## src/rtl/i2c_bit_ctrl.sv

```systemverilog
// I2C bit-level controller: runs START/STOP/WRITE/READ as four tick-timed phases on open-drain SCL/SDA.
// Define I2C_CLK_STRETCH_EN to let a slave holding SCL low freeze the current phase.
module i2c_bit_ctrl #(
  parameter int FILTER_LEN = 2
) (
  input  logic       Clk,
  input  logic       Rst_n,
  input  logic       Tick,
  output logic       TimerStart,
  input  logic [1:0] Cmd,
  input  logic       CmdValid,
  output logic       CmdReady,
  input  logic       Din,
  output logic       Dout,
  output logic       Done,
  output logic       SclOen,
  output logic       SdaOen,
  input  logic       SclIn,
  input  logic       SdaIn
);

  typedef enum logic [2:0] {
    ST_IDLE = 3'd0,
    ST_A    = 3'd1,
    ST_B    = 3'd2,
    ST_C    = 3'd3,
    ST_D    = 3'd4
  } state_t;

  localparam logic [1:0] CMD_START = 2'b00;
  localparam logic [1:0] CMD_STOP  = 2'b01;
  localparam logic [1:0] CMD_WRITE = 2'b10;

`ifdef I2C_CLK_STRETCH_EN
  localparam logic STRETCH_EN = 1'b1;
`else
  localparam logic STRETCH_EN = 1'b0;
`endif

  state_t                state_r, state_nx;
  logic [1:0]            cmd_r, cmd_nx;
  logic                  din_r, din_nx;
  logic                  done_r, done_nx;
  logic                  dout_r, dout_nx;
  logic                  tstart_r, tstart_nx;
  logic                  scl_oen_r, sda_oen_r;
  logic [1:0]            lines_nx;
  logic [FILTER_LEN-1:0] scl_sync_r, sda_sync_r;
  logic                  stretch_s, advance_s;

  // (SCL, SDA) release pattern for a phase; IDLE keeps whatever the last command left on the bus.
  function automatic logic [1:0] phase_lines(input logic [1:0] cmd, input logic din,
                                             input state_t st, input logic [1:0] hold);
    logic [1:0] l;
    l = hold;
    case (cmd)
      CMD_START:
        case (st)
          ST_A, ST_B: l = 2'b11;
          ST_C:       l = 2'b10;
          ST_D:       l = 2'b00;
          default:    l = hold;
        endcase
      CMD_STOP:
        case (st)
          ST_A:       l = 2'b00;
          ST_B, ST_C: l = 2'b10;
          ST_D:       l = 2'b11;
          default:    l = hold;
        endcase
      CMD_WRITE:
        case (st)
          ST_A, ST_D: l = {1'b0, din};
          ST_B, ST_C: l = {1'b1, din};
          default:    l = hold;
        endcase
      default:
        case (st)
          ST_A, ST_D: l = 2'b01;
          ST_B, ST_C: l = 2'b11;
          default:    l = hold;
        endcase
    endcase
    return l;
  endfunction

  // A slave may only stretch while we are releasing SCL and it still reads low.
  assign stretch_s = STRETCH_EN & scl_oen_r & ~scl_sync_r[FILTER_LEN-1] & (state_r != ST_IDLE);
  assign advance_s = Tick & ~stretch_s;
  assign lines_nx  = phase_lines(cmd_r, din_r, state_r, {scl_oen_r, sda_oen_r});

  // Synchronizers for the asynchronous bus levels
  always_ff @(posedge Clk) begin
    if (!Rst_n) begin
      scl_sync_r <= {FILTER_LEN{1'b1}};
      sda_sync_r <= {FILTER_LEN{1'b1}};
    end else begin
      scl_sync_r <= {scl_sync_r[FILTER_LEN-2:0], SclIn};
      sda_sync_r <= {sda_sync_r[FILTER_LEN-2:0], SdaIn};
    end
  end

  // Next-state and registered-output logic for the phase sequencer
  always_comb begin
    state_nx  = state_r;
    cmd_nx    = cmd_r;
    din_nx    = din_r;
    done_nx   = 1'b0;
    dout_nx   = dout_r;
    tstart_nx = stretch_s;
    case (state_r)
      ST_IDLE: begin
        if (CmdValid) begin
          state_nx  = ST_A;
          cmd_nx    = Cmd;
          din_nx    = Din;
          tstart_nx = 1'b0;
        end else begin
          tstart_nx = 1'b1;
        end
      end
      ST_A: begin
        if (advance_s) state_nx = ST_B;
        else           state_nx = ST_A;
      end
      ST_B: begin
        if (advance_s) state_nx = ST_C;
        else           state_nx = ST_B;
      end
      ST_C: begin
        if (advance_s) begin
          state_nx = ST_D;
          if (cmd_r == 2'b11) dout_nx = sda_sync_r[FILTER_LEN-1];
          else                dout_nx = dout_r;
        end else begin
          state_nx = ST_C;
        end
      end
      ST_D: begin
        if (advance_s) begin
          state_nx  = ST_IDLE;
          done_nx   = 1'b1;
          tstart_nx = 1'b1;
        end else begin
          state_nx  = ST_D;
        end
      end
      default: begin
        state_nx  = ST_IDLE;
        tstart_nx = 1'b1;
      end
    endcase
  end

  // State and output registers
  always_ff @(posedge Clk) begin
    if (!Rst_n) begin
      state_r   <= ST_IDLE;
      cmd_r     <= 2'b00;
      din_r     <= 1'b0;
      done_r    <= 1'b0;
      dout_r    <= 1'b0;
      tstart_r  <= 1'b1;
      scl_oen_r <= 1'b1;
      sda_oen_r <= 1'b1;
    end else begin
      state_r   <= state_nx;
      cmd_r     <= cmd_nx;
      din_r     <= din_nx;
      done_r    <= done_nx;
      dout_r    <= dout_nx;
      tstart_r  <= tstart_nx;
      scl_oen_r <= lines_nx[1];
      sda_oen_r <= lines_nx[0];
    end
  end

  assign CmdReady   = (state_r == ST_IDLE);
  assign TimerStart = tstart_r;
  assign Done       = done_r;
  assign Dout       = dout_r;
  assign SclOen     = scl_oen_r;
  assign SdaOen     = sda_oen_r;

endmodule
```

## config.mk

```make
export PLATFORM = sky130hd
export DESIGN_NAME = i2c_bit_ctrl
export DESIGN_NICKNAME = d
export VERILOG_FILES = /design/src/rtl/i2c_bit_ctrl.sv
export SDC_FILE = /design/constraint.sdc
export NUM_CORES = 1
export LEC_CHECK = 0
export CELL_PAD_IN_SITES_DETAIL_PLACEMENT = 1
export CELL_PAD_IN_SITES_GLOBAL_PLACEMENT = 1
export CORE_MARGIN = 5
export CORE_UTILIZATION = 33
export CTS_CLUSTER_SIZE = 30
export DETAILED_ROUTE_END_ITERATION = 7
export GPL_ROUTABILITY_DRIVEN = 1
export PLACE_DENSITY = 0.82
export SYNTH_ARGS = -nofsm -noshare
export SYNTH_HDL_FRONTEND = slang
export SYNTH_SLANG_ARGS = --single-unit
```

## constraint.sdc

```tcl
create_clock -name Clk -period 1.48 [get_ports Clk]
set_clock_uncertainty 0.2 [all_clocks]
set_input_delay 0.296 -clock Clk [delete_from_list [all_inputs] [get_ports Clk]]
set_output_delay 0.296 -clock Clk [all_outputs]
set_load 0.01 [all_outputs]
```

Yosys cells after proc, flatten, opt, wreduce, memory -nomap -nowiden. Cells that the tools add are included.

Output and inout port bits: 6. Logic and storage cells: 45. Flip-flop bits (word level): 13.

Reduce and logical (&&, ||, !) cells: 11. Muxes and demuxes: 14. Equal/unequal tests: 11.

Operators with widths (number): 2-bit case mux with 3 select lines (3); 3-bit case mux with 5 select lines (1); 3-bit two-way mux (3); 2-bit case mux with 2 select lines (2); 3-bit by 2-bit equality test with 1-bit output, second input constant (2); 2-bit OR reduction (3); 2-bit equality test, second input constant (2); 4-bit by 3-bit != test with 1-bit output, second input constant (1); 4-bit != test, second input constant (1); 2-bit AND reduction (2); 4-bit AND reduction (1); 4-bit nonzero test (1); 3-bit by 1-bit equality test with 1-bit output, second input constant (1); 3-bit equality test, second input constant (1); 3-bit logical NOT (1); 1-bit two-way mux (3); 3-bit != test, second input constant (1); 1-bit case mux with 3 select lines (1); 3-bit AND reduction (1); 3-bit OR reduction (1); 2-bit by 1-bit equality test with 1-bit output, second input constant (1); 2-bit logical NOT (1); 2-bit two-way mux (1); 2-bit != test, second input constant (1).

Longest topological paths before layout.
Depth in word-level cells: 4. Mapped depth: 6. Gate-level depth less buffers: 4.

Worst setup path before layout. OpenSTA, ideal clock, no wires.

Path kind: register to register. Start: reg state_r[1]. End: reg cmd_r[0]. Setup slack: 0.056 ns. Buffers on the path: 2. Cell stages (with the launch flop): 7. Setup time: 0.116 ns. Period minus slack after synthesis: 1.424 ns. Arrival time: 1.108 ns. Path through: dfxtp_1 -> buf_4 -> nor3_2 -> and2_1 -> buf_4 -> mux2i_1 -> nor2b_1.

Word-level cells in the longest chain between the ends: 2.

Ends and longest elaborated chain: start: declaration (RTL line 40) `state_t state_r, state_nx;`; start signal: assignment (RTL line 167) `state_r <= state_nx;`; 3-bit logical NOT; named net CmdReady (RTL line 12) `output logic CmdReady,`; 2-bit AND reduction (no line); end signal: assignment (RTL line 168) `cmd_r <= cmd_nx;`; end: declaration (RTL line 41) `logic [1:0] cmd_r, cmd_nx;`.

The timed path passes the listed nets, and every way through them passes these cells. A chain may end at the register's enable or synchronous reset.

Worst setup path in the final report.
Start: reg state_r[1]. End: out CmdReady.

Word-level cells in the longest chain between the ends: 1.

Ends and longest elaborated chain: 3-bit logical NOT (RTL line 178) `assign CmdReady = (state_r == ST_IDLE);`; end: declaration (RTL line 12).

Every way passes these cells.

==> run_summary.xml <==
<?xml version="1.0" encoding="UTF-8"?>
<metrics>
  <group name="run_status">
    <metric name="outcome" unit="">finished, final reports clean</metric>
  </group>
  <group name="critical_path">
    <metric name="series_of_cell_instances_along_the_critical_path" unit="">nor3_4 &gt; buf_2</metric>
    <metric name="sort_of_element_at_the_end_of_the_critical_path" unit="">output port</metric>
    <metric name="crit_slowest_cell" unit="">dfxtp_2</metric>
    <metric name="r2r_setup_slack" unit="ns">0.06</metric>
    <metric name="crit_path_max_incr_delay" unit="ns">0.34</metric>
    <metric name="cp-start-kind" unit="">register</metric>
    <metric name="cp.required" unit="ns">0.98</metric>
    <metric name="worst-setup-path-type" unit="">reg2out</metric>
    <metric name="critical_path_arrival" unit="ns">0.94</metric>
    <metric name="cp_max_fo" unit="">2</metric>
  </group>
  <group name="yosys">
    <metric name="synth.net_count" unit="">71</metric>
    <metric name="synth_area_per_inst" unit="um^2">9.20</metric>
    <metric name="portion_of_the_post_synthesis_area_used_by_sequential_elements" unit="">0.456</metric>
    <metric name="synth-seq-cells" unit="">13</metric>
    <metric name="post_synth_instance_area" unit="um^2">571</metric>
    <metric name="synthesis_warning_total" unit="">0</metric>
    <metric name="number_of_cells_produced_by_synthesis" unit="">62</metric>
    <metric name="synth_cell_type_count" unit="">25</metric>
  </group>
  <group name="power_and_ir_drop">
    <metric name="static-leakage-power" unit="nW">0.303</metric>
    <metric name="vdd_drop_max" unit="uV">465</metric>
    <metric name="power.density_cell_area" unit="nW/um^2">1000</metric>
    <metric name="total_power" unit="W">0.000773</metric>
  </group>
  <group name="floorplanning">
    <metric name="dieWidth" unit="um">51.6</metric>
    <metric name="die_area" unit="um^2">2660</metric>
    <metric name="core.rowCount" unit="">15</metric>
    <metric name="io-pin-count" unit="">15</metric>
    <metric name="initial_core_util" unit="">0.338</metric>
    <metric name="core_area" unit="um^2">1690</metric>
    <metric name="die_height" unit="um">51.6</metric>
  </group>
  <group name="clocking">
    <metric name="tritoncts.num_buffers" unit="">3</metric>
    <metric name="cts.sink_count" unit="">13</metric>
    <metric name="clk_pin_slew" unit="ns">0.07</metric>
    <metric name="clock_insertion_delay_worst_skew" unit="ns">0.27</metric>
    <metric name="htree_levels" unit="">1</metric>
    <metric name="cts_tree" unit="">built</metric>
    <metric name="cts-root-to-sink-buffers" unit="">2</metric>
    <metric name="cts_root_buf" unit="">clkbuf_4</metric>
  </group>
  <group name="drt">
    <metric name="num_vias" unit="">510</metric>
    <metric name="drc" unit="">0</metric>
    <metric name="route.detailed.vias_per_inst" unit="">5.20</metric>
    <metric name="totalWireLength" unit="um">1210</metric>
    <metric name="detailedRoute.firstIterationViolations" unit="">3</metric>
    <metric name="dr.pass1.iters" unit="">4</metric>
    <metric name="detail-route-antenna-nets" unit="">0</metric>
    <metric name="wire_per_inst" unit="um">12.4</metric>
  </group>
  <group name="finish">
    <metric name="num-nets-final" unit="">91</metric>
    <metric name="final_core_utilization" unit="">0.456</metric>
    <metric name="most-common-layout-cells" unit="">dfxtp_1, clkdlybuf4s50_1, nor2b_1, buf_4</metric>
    <metric name="fill_cells" unit="">197</metric>
    <metric name="num_antenna_cells" unit="">0</metric>
    <metric name="layout_stage_area_growth_over_the_synthesis_result" unit="%">35.1</metric>
    <metric name="register_area" unit="um^2">262</metric>
    <metric name="mostFrequentLayoutCell" unit="">dfxtp_1</metric>
    <metric name="multiInputGateArea" unit="um^2">298</metric>
    <metric name="layout_cell_share_with_drive_strength_beyond_1" unit="">0.185</metric>
  </group>
  <group name="global_routing">
    <metric name="gr-total-overflow" unit="">0</metric>
    <metric name="grt_pass1_wl" unit="um">2100</metric>
    <metric name="all_layer_global_routing_usage" unit="">0.109</metric>
    <metric name="vias_in_the_first_global_route" unit="">473</metric>
    <metric name="grt_max_degree" unit="">13</metric>
    <metric name="grt_antenna_before_repair" unit="">0</metric>
  </group>
  <group name="timing">
    <metric name="hold_slack" unit="ns">0.217</metric>
    <metric name="final-max-slew-violation-count" unit="">0</metric>
    <metric name="post-route-worst-setup-slack" unit="ns">0.0428</metric>
    <metric name="period_needed" unit="ns">1.44</metric>
    <metric name="worst_pin_slew" unit="ns">0.244</metric>
    <metric name="rsz0062_at_grt" unit="">yes</metric>
    <metric name="achievable-frequency" unit="MHz">696</metric>
    <metric name="hold_violations" unit="">0</metric>
    <metric name="timing.slew.headroom" unit="">0.837</metric>
    <metric name="final-setup-viol-count" unit="">0</metric>
    <metric name="final.period_utilization" unit="">0.971</metric>
  </group>
  <group name="placement">
    <metric name="place.gp.congestion" unit="">0.755</metric>
    <metric name="dp_worst_setup_slack" unit="ns">-0.215</metric>
    <metric name="portBuffers" unit="">13</metric>
    <metric name="place_hpwl" unit="um">886</metric>
  </group>
  <group name="hold_path">
    <metric name="hold_path_class" unit="">reg2reg</metric>
  </group>
  <group name="flow_run">
    <metric name="maxCapViolCount" unit="">0</metric>
  </group>
</metrics>
[sequential cells by signal, indices dropped and copies added (netlist names)]
register	flops
Dout	1
state_r	3
din_r	1
Done	1
SdaOen	1
cmd_r	2
SclOen	1
sda_sync_r	2
TimerStart	1
[cell usage after synthesis]
cell / n / area share
xor2_1: 1 / 0.015
nor2b_1: 6 / 0.066
or2_1: 1 / 0.011
nand2_1: 5 / 0.033
and2_1: 1 / 0.011
mux2_2: 1 / 0.020
nand3b_1: 1 / 0.013
o21ai_0: 4 / 0.035
dfxtp_1: 13 / 0.46
nand4_1: 1 / 0.011
o21bai_1: 1 / 0.013
o2111ai_1: 1 / 0.015
o311ai_1: 1 / 0.015
clkbuf_1: 2 / 0.013
and4_1: 1 / 0.015
a21oi_1: 1 / 0.0088
nand3_1: 2 / 0.018
nor2_1: 6 / 0.039
nand4b_1: 1 / 0.015
buf_4: 2 / 0.026
xnor2_1: 1 / 0.015
a21boi_0: 1 / 0.013
mux2i_1: 4 / 0.070
nor3_2: 1 / 0.018
nand2b_1: 3 / 0.033
[through the flow]
step           TNS, ns  std cells  area [um^2]
4_1_cts         -0.110         97          758
5_1_grt        -0.0328         98          771
3_5_place_dp    -0.989         93          737
6_report             0         98          771
2_1_floorplan        0         62          571
3_3_place_gp    -0.881         93          737
[worst paths after layout]
check                     start            end  depth (start not counted)
setup / recovery     state_r[1]       CmdReady                          2
hold reg to reg   sda_sync_r[0]  sda_sync_r[1]                          1
hold / removal    sda_sync_r[0]  sda_sync_r[1]                          1
setup reg to reg     state_r[2]           Dout                          5
[where the power goes]
group          switching [W]  internal [W]
clock network       0.000110      0.000104
registers          0.0000160      0.000375
logic              0.0000768     0.0000913
[what timing repair did]
item	4_1_cts	5_1_grt
gates resized for setup	8	5
hold buffers	0	0
buffers inserted	0	1
setup endpoints to repair	6	2
endpoints found under the hold margin	0	0
pin swaps	0	1
gates cloned	0	0
[final cells by class]
type | count | area share
flip-flops and latches | 13 | 0.339
clock buffers | 4 | 0.0341
multi-input cells | 45 | 0.386
well taps | 17 | 0.0276
repair buffers | 19 | 0.213
[worst max-delay path, delay by kind of cell (launching register included)]
family,cells,cell delay [ns]
buf+inv,1,0.16
simple gates,1,0.18
flops,1,0.34
[cell families after synthesis]
kind of cell	Yosys count	synth area share
simple gates	29	0.283
flops	13	0.456
buf+inv	4	0.0395
compound gates	9	0.101
xor+xnor	2	0.0307
mux	5	0.0899
[layer usage]
metal  share of wire  wire length [um]  GRT usage
met1            0.46               553      0.128
met2            0.47               571      0.169
met3           0.053                64     0.0229
met4           0.019                23     0.0873
met5               0                 0          0
Power figures use the tool's default switching activity.
